===== src/rtl/accelbrot_com_axi_fifo_slice.sv =====
// Registered-output stream FIFO slice: DEPTH words total (storage + output register),
// latency 1 when empty, full throughput on simultaneous push/pop, flush and sync reset.
module accelbrot_com_axi_fifo_slice #(
   parameter int unsigned DATA_WIDTH  = 32,
   parameter int unsigned DEPTH       = 4,
   parameter int unsigned AFULL_LEVEL = DEPTH - 1
) (
   input  logic                           clk,
   input  logic                           rstn,
   input  logic                           flush,
   input  logic [DATA_WIDTH-1:0]          in_data,
   input  logic                           in_last,
   input  logic                           in_valid,
   output logic                           in_ready,
   output logic [DATA_WIDTH-1:0]          out_data,
   output logic                           out_last,
   output logic                           out_valid,
   input  logic                           out_ready,
   output logic [$clog2(DEPTH+1)-1:0]     level,
   output logic                           almost_full
);

   localparam int unsigned LVL_W = $clog2(DEPTH + 1);
   localparam int unsigned PTR_W = $clog2(DEPTH);
   localparam int unsigned ENT_W = DATA_WIDTH + 1;

   // Storage entries carry {last, data}
   logic [ENT_W-1:0]      mem_q [DEPTH];

   logic [PTR_W-1:0]      wr_ptr_q, wr_ptr_d;
   logic [PTR_W-1:0]      rd_ptr_q, rd_ptr_d;
   logic [LVL_W-1:0]      level_q, level_d;
   logic                  in_ready_q, in_ready_d;
   logic                  afull_q, afull_d;
   logic                  out_valid_q, out_valid_d;
   logic [DATA_WIDTH-1:0] out_data_q, out_data_d;
   logic                  out_last_q, out_last_d;

   logic                  push_c;
   logic                  pop_c;
   logic                  load_c;
   logic                  bypass_c;
   logic                  mem_we_c;
   logic [LVL_W-1:0]      stored_c;
   logic [ENT_W-1:0]      head_c;

   assign push_c   = in_valid & in_ready_q;
   assign pop_c    = out_valid_q & out_ready;
   // Words sitting behind the output register
   assign stored_c = level_q - LVL_W'(out_valid_q);
   assign load_c   = ~out_valid_q | pop_c;
   assign bypass_c = load_c & (stored_c == '0) & push_c;
   assign mem_we_c = push_c & ~bypass_c;
   assign head_c   = mem_q[rd_ptr_q];

   // Next-state: refill the output register from storage first, else straight from the input
   always_comb begin
      wr_ptr_d    = wr_ptr_q;
      rd_ptr_d    = rd_ptr_q;
      out_valid_d = out_valid_q;
      out_data_d  = out_data_q;
      out_last_d  = out_last_q;

      if (load_c) begin
         if (stored_c != '0) begin
            out_valid_d = 1'b1;
            out_data_d  = head_c[DATA_WIDTH-1:0];
            out_last_d  = head_c[DATA_WIDTH];
            rd_ptr_d    = rd_ptr_q + PTR_W'(1);
         end else if (push_c) begin
            out_valid_d = 1'b1;
            out_data_d  = in_data;
            out_last_d  = in_last;
         end else begin
            out_valid_d = 1'b0;
         end
      end

      if (mem_we_c) begin
         wr_ptr_d = wr_ptr_q + PTR_W'(1);
      end

      level_d    = level_q + LVL_W'(push_c) - LVL_W'(pop_c);
      in_ready_d = (level_d < LVL_W'(DEPTH));
      afull_d    = (level_d >= LVL_W'(AFULL_LEVEL));
   end

   // State register: reset beats flush, flush beats any handshake
   always_ff @(posedge clk) begin
      if (!rstn) begin
         wr_ptr_q    <= '0;
         rd_ptr_q    <= '0;
         level_q     <= '0;
         in_ready_q  <= 1'b0;
         afull_q     <= 1'b0;
         out_valid_q <= 1'b0;
         out_data_q  <= '0;
         out_last_q  <= 1'b0;
      end else if (flush) begin
         wr_ptr_q    <= '0;
         rd_ptr_q    <= '0;
         level_q     <= '0;
         in_ready_q  <= 1'b1;
         afull_q     <= 1'b0;
         out_valid_q <= 1'b0;
      end else begin
         wr_ptr_q    <= wr_ptr_d;
         rd_ptr_q    <= rd_ptr_d;
         level_q     <= level_d;
         in_ready_q  <= in_ready_d;
         afull_q     <= afull_d;
         out_valid_q <= out_valid_d;
         out_data_q  <= out_data_d;
         out_last_q  <= out_last_d;
      end
   end

   // Storage array is not reset; pointers alone define its valid contents
   always_ff @(posedge clk) begin
      if (rstn && !flush && mem_we_c) begin
         mem_q[wr_ptr_q] <= {in_last, in_data};
      end
   end

   assign in_ready    = in_ready_q;
   assign out_valid   = out_valid_q;
   assign out_data    = out_data_q;
   assign out_last    = out_last_q;
   assign level       = level_q;
   assign almost_full = afull_q;

endmodule


===== config.mk =====
export PLATFORM = sky130hd
export DESIGN_NAME = accelbrot_com_axi_fifo_slice
export DESIGN_NICKNAME = d
export VERILOG_FILES = /design/src/rtl/accelbrot_com_axi_fifo_slice.sv
export SDC_FILE = /design/constraint.sdc
export NUM_CORES = 1
export LEC_CHECK = 0
export CORE_MARGIN = 10
export CORE_UTILIZATION = 35
export DETAILED_ROUTE_END_ITERATION = 7
export PLACE_DENSITY_LB_ADDON = 0.2
export SYNTH_ARGS = -nofsm -noshare
export SYNTH_HDL_FRONTEND = slang
export SYNTH_SLANG_ARGS = --single-unit

===== constraint.sdc =====
create_clock -name clk -period 3.51 [get_ports clk]
set_input_delay 0.702 -clock clk [delete_from_list [all_inputs] [get_ports clk]]
set_output_delay 0.702 -clock clk [all_outputs]
set_load 0.02 [all_outputs]

==> results of run 1 <==
==> stage by stage <==
step                      hold slack [ps]  power (mW)  std cells
final                                 522        4.89        747
after global routing                  553        5.10        747
after global placement                508        3.02        715
after floorplan                       508        2.75        417
after CTS                             526        4.96        747
after detailed placement              513        3.04        715
==> metal layers <==
metal	GRT usage	routed length, µm	up-vias
met2	0.199	6930	77
met5	0	0	-
li1	-	-	1763
met3	0.0394	843	7
met4	0.0344	93	0
met1	0.143	6150	1919
==> report_power, final <==
group / internal, mW / switching (mW)
Clock: 1.09 / 0.822
Combinational: 0.267 / 0.343
Sequential: 2.31 / 0.0482
==> synthesized netlist by cell type, drive strengths merged <==
library cell / instances / share of area
o31ai: 1 / 0.0011
nand2: 69 / 0.039
xnor2: 5 / 0.0076
a311oi: 1 / 0.0022
dfxtp: 45 / 0.13
a31oi: 35 / 0.033
o21ai: 33 / 0.025
ha: 7 / 0.013
buf: 12 / 0.011
mux4: 33 / 0.11
nand2b: 2 / 0.0019
a21oi: 2 / 0.0015
nand3: 1 / 0.00074
edfxtp: 132 / 0.59
clkbuf: 13 / 0.0073
inv: 6 / 0.0034
and3: 4 / 0.0037
a31o: 1 / 0.0013
fa: 1 / 0.0030
o21a: 1 / 0.0011
nor2: 5 / 0.0028
nor2b: 3 / 0.0028
a21o: 1 / 0.0011
and2: 4 / 0.0037
==> sequential cells by signal (all words and copies together) (netlist names), named ones only <==
signal       flops
mem_q          132
out_data        32
level            3
rd_ptr_q         2
wr_ptr_q         2
almost_full      1
in_ready         1
out_last         1
out_valid        1
==> layout make-up <==
cell class / count / share of cell area
Clock buffer: 18 / 0.0523
Clock inverter: 14 / 0.0198
Multi-Input combinational cell: 209 / 0.206
Timing Repair Buffer: 89 / 0.105
Inverter: 6 / 0.00268
Sequential cell: 177 / 0.580
Tap cell: 234 / 0.0349
==> critical path: cells and delay by family <==
family	cells	cell delay, ps
fa+ha+maj	3	890
buf+inv	2	500
xor+xnor	1	250
simple gates	2	230
compound gates	1	170
==> worst max-delay path by stage <==
stage	from	to	cells after the start
2_1_floorplan	level[0]$_SDFF_PP0_	mem_q[0][0]$_DFFE_PP_	5
3_3_place_gp	in_valid	almost_full$_SDFF_PP0_	9
3_5_place_dp	in_valid	almost_full$_SDFF_PP0_	9
4_1_cts	in_valid	almost_full$_SDFF_PP0_	9
5_1_grt	level[0]$_SDFF_PP0_	out_data[27]$_SDFFE_PN0P_	6
6_report	in_valid	almost_full$_SDFF_PP0_	9
==> logic make-up (layout without fill, tap and decap cells) <==
family | after synthesis | after routing | share of synthesized area
AO/OA/AOI/OAI | 75 | 75 | 0.0656
XOR/XNOR | 5 | 5 | 0.00764
adder cells (fa/ha/maj) | 8 | 8 | 0.0160
buffers and inverters | 31 | 127 | 0.0212
flip-flops | 177 | 177 | 0.725
multiplexers | 33 | 33 | 0.111
AND/OR/NAND/NOR | 88 | 88 | 0.0542
==> run metrics, run 1 <==
final hold violations 0; Worst Max-Slew Pin Slew 975 ps; reg2reg path depth 7; PD cells 582 nW/µm²; most frequent cells in the layout edfxtp_1, clkdlybuf4s50_1, nand2_1; clock sinks roughly 180; Rows 50; n_diodes 0; postcts setup bufs 0; I/O Pins 77; die area 25100 µm²; Pre-antenna DRT Iters 5; Layout area overhead 25.1%; Setup TNS Final 0 ps; post-synthesis sequential area ratio 0.725; Clock Latency Late Sink 430 ps; GR Util All Layers 0.119; # port buffers 76; GRT Residual Overflow 0; Largest stage delay, worst path 460 ps; commonest non-fill, non-tap cell in the layout edfxtp_1; critical path required time 3820 ps; initial antenna violation count 0; DRC viols 0; Yosys reg bits 177; final instance area 8400 µm²; worst path cell trace clkdlybuf4s50_1 -> nand2_1 -> ha_1 -> inv_1 -> ha_1 -> fa_1 -> xnor2_1 -> nor2_1 -> a21o_1; syn_nets 463; vias roughly 3800; Clock transition at path regs 60 ps; FF/Latch Area slightly below 5000 µm²; warnings from Yosys 0; max_slew headroom 0.350; hold_buf cts 0; nets@finish 546; first-pass GRT wire length 22.5 mm; DP Worst Slack between 600 and 700 ps; largest buffer count on any clock path 2; Hold Crit Endpoint out_data[18]$_SDFFE_PN0P_; element type at the critical path start input pin; Die Span Y 159 µm; Unique masters post-synth 28; Worst R2R Start level[0]$_SDFF_PP0_; cell mode on critical path ha_1; GP Congestion slightly above 0.7; share of cells above drive strength 1 0.173; endpoints failing setup 0; Max Freq 414 MHz; leakage 2.78 nW; Setup WS post-layout 1100 ps; nature of the critical path endpoint register; Min-Delay Path Depth 2; Core Util, Final 0.447; Core Area 18800 µm²; Setup CP Type in2reg; hold_sp out_data[18]$_SDFFE_PN0P_; # resized after CTS 0; Max-Cap Viols 0; minimum clock period 2410 ps; largest net degree at the start of global routing 67; Critical Path Fanout Max 4; outcome complete, no violations; Gate Count Post-Synth 417; CTS tree yes; part of the cycle the worst path needs 0.687; Die Wd 159 µm; RSZ-0062 raised after global routing no; Slew Viols, Final 0; worst flop-to-flop path endpoint mem_q[2][19]$_DFFE_PP_; total CTS buffers 17; Post-DRT Antenna Nets 0; syn avg cell area 16.1 µm²; placed inst area 7790 µm²; routed len/inst 18.8 µm; Max rail drop VDD 326 µV; Fillers 1682; synthesized area 6710 µm²; slowest cell on the critical path clkdlybuf4s50_1; reg-to-reg slack, setup ~1300 ps; H-Tree Depth 4; detailed-placement wirelength estimate 8.55 mm; number of global-route vias before repair roughly 4000; CP arrival about 2700 ps; Tightest Hold Check Type reg2reg; clock root buffer clkbuf_16; Clock Skew 11.2 ps; area occupied by multi-input gates 1730 µm²; Total Routed Length 14.0 mm; drt first-iter violations ~190; Initial Util 0.358; drt via density 5.04
(Power assumes the default switching activity.)
==> inputs of run 2 (changes only) <==
==> constraint.sdc (replaced) <==
create_clock -name clk -period 2.5 [get_ports clk]
set_input_delay 0.5 -clock clk [delete_from_list [all_inputs] [get_ports clk]]
set_output_delay 0.5 -clock clk [all_outputs]
set_load 0.02 [all_outputs]
==> run 2 against run 1 <==
Non-clock buffer count grew 4. Worst hold slack worse by 0.82 ps. Critical path depth unchanged. Combinational power is 49% higher. Final area is 2.2% higher. Cell count grew 0.54%. Utilization rose by 0.97 points. Critical path type unchanged. Sequential power increased by 40%. First-iteration DRC count rose by 27%. Power rose by 44%.
==> run metrics, run 2 (synthesized netlist as in run 1, its figures left out) <==
reg-to-reg slack, setup 430 ps (was 1290 ps); drt first-iter violations 245 (was 193); largest net degree at the start of global routing 67 (unchanged); # resized after CTS 0 (unchanged); Max Freq 461 MHz; Critical Path Fanout Max 3 (was 4); Setup TNS Final 0 ps (unchanged); Total Routed Length 14.7 mm (was 14.0 mm); slowest cell on the critical path clkdlybuf4s50_1 (unchanged); worst path cell trace clkdlybuf4s50_1 -> and2_1 -> ha_1 -> inv_1 -> ha_1 -> fa_1 -> xnor2_1 -> nor2_1 -> a21o_1 (was clkdlybuf4s50_1 -> nand2_1 -> ha_1 -> inv_1 -> ha_1 -> fa_1 -> xnor2_1 -> nor2_1 -> a21o_1); leakage 2.84 nW (was 2.78 nW); final hold violations 0 (unchanged); routed len/inst 19.5 µm (was 18.8 µm); die area 25100 µm² (unchanged); initial antenna violation count 0 (unchanged); Top reg by flops mem_q (unchanged); GR Util All Layers 0.123 (was 0.119); Die Span Y 159 µm (unchanged); H-Tree Depth 4 (unchanged); Worst Max-Slew Pin Slew 500 ps (was 975 ps); nature of the critical path endpoint register (unchanged); outcome complete, no violations (unchanged); part of the cycle the worst path needs 0.868; Worst R2R Start level[0]$_SDFF_PP0_ (unchanged); number of global-route vias before repair 4081 (was 3996); I/O Pins 77 (unchanged); Critical Path Start out_ready (was in_valid); drt via density 5.08 (was 5.04); postcts setup bufs 0 (unchanged); CTS tree yes (unchanged); Clock Latency Late Sink 430 ps (about the same); Die Wd 159 µm (unchanged); Setup CP Type in2reg (unchanged); Core Area 18800 µm² (unchanged); Max rail drop VDD 519 µV (was 326 µV); n_diodes 0 (unchanged); total CTS buffers 17 (unchanged); crit path capture almost_full$_SDFF_PP0_ (unchanged); minimum clock period ~2200 ps; share of cells above drive strength 1 0.174 (was 0.173); GRT Residual Overflow 0 (unchanged); Clock transition at path regs 60 ps (about the same); flip-flop count of the largest register after layout 132 (unchanged); element type at the critical path start input pin (unchanged); max_slew headroom 0.667 (was 0.350); commonest non-fill, non-tap cell in the layout edfxtp_1 (unchanged); area occupied by multi-input gates 1720 µm² (was 1730 µm²); GP Congestion 0.719 (was 0.725); Fillers 1649 (was 1682); worst flop-to-flop path endpoint mem_q[1][7]$_DFFE_PP_ (was mem_q[2][19]$_DFFE_PP_); cell mode on critical path ha_1 (unchanged); first-pass GRT wire length 23.0 mm (was 22.5 mm); largest buffer count on any clock path 2 (unchanged); # port buffers 76 (unchanged); vias 3817 (was 3766); Worst Path Buf+Inv 2 (unchanged); Rows 50 (unchanged); RSZ-0062 raised after global routing no (unchanged); Layout area overhead 27.8% (was 25.1%); Tightest Hold Check Type reg2reg (unchanged); PD cells 821 nW/µm² (was 582 nW/µm²); Initial Util 0.358 (unchanged); critical path required time 2820 ps (was 3820 ps); Largest stage delay, worst path 430 ps (was 460 ps); nets@finish 550 (was 546); cell family with most CP delay adder cells (unchanged); endpoints failing setup 0 (unchanged); Clock Skew 7.18 ps (was 11.2 ps); FF/Latch Area 4870 µm² (unchanged); Max-Cap Viols 0 (unchanged); placed inst area 7950 µm² (was 7790 µm²); Post-DRT Antenna Nets 0 (unchanged); most frequent cells in the layout edfxtp_1, clkdlybuf4s50_1, nand2_1 (unchanged); Slew Viols, Final 0 (unchanged); DRC viols 0 (unchanged); hold_buf cts 0 (unchanged); clock root buffer clkbuf_16 (unchanged); detailed-placement wirelength estimate 9.10 mm (was 8.55 mm); hold_sp out_data[16]$_SDFFE_PN0P_ (was out_data[18]$_SDFFE_PN0P_); CP arrival 2490 ps (was 2730 ps); Pre-antenna DRT Iters 4 (was 5); final instance area 8580 µm² (was 8400 µm²); critical path depth in cells 9 (unchanged); clock sinks 177 (unchanged); reg2reg path depth 7 (unchanged)
run 2: area by class of cell:
class,instances,share of cell area
clock buffer,19,0.0528
clock inverter,13,0.0213
inverter,6,0.00262
multi-input combinational,209,0.201
sequential,177,0.567
tap,234,0.0341
timing repair buffer,93,0.121
run 2: per-layer routing:
layer	vias up	track usage	wire, µm
met5	-	0	0
met4	0	0.0485	199
met3	16	0.0313	573
met2	72	0.209	7530
met1	1947	0.146	6380
li1	1782	-	-
run 2: power by group:
| part | total [mW] | internal, mW | switching [mW] |
|---|---|---|---|
| Combinational | 0.908 | 0.402 | 0.505 |
| Sequential | 3.31 | 3.25 | 0.0574 |
| Clock | 2.83 | 1.73 | 1.10 |
| Total | 7.04 | 5.38 | 1.67 |
run 2: worst min-delay path, delay by kind of cell (launching register included):
family / cells / cell delay (ps)
compound gates: 2 / 160
flops: 1 / 310
run 2: how the worst min path moves through the flow:
stage | endpoint | slack (ps) | depth (start not counted)
floorplan | wr_ptr_q[1]$_SDFFE_PP0P_ | 510 | 2
global placement | out_data[14]$_SDFFE_PN0P_ | 510 | 2
detailed placement | out_data[17]$_SDFFE_PN0P_ | 510 | 2
CTS | out_data[17]$_SDFFE_PN0P_ | 520 | 2
global route | out_data[16]$_SDFFE_PN0P_ | 560 | 2
finish | out_data[16]$_SDFFE_PN0P_ | 520 | 2
run 2: per-stage QoR:
step	std cells	hold WS [ps]	util	power, mW	setup slack (ps)
after global placement	719	507	0.423	4.29	16.0
final	751	522	0.457	7.04	331
after global routing	751	557	0.457	7.33	294
after CTS	751	521	0.457	7.13	359
after detailed placement	719	509	0.423	4.29	-98.5
after floorplan	417	508	-	3.87	237
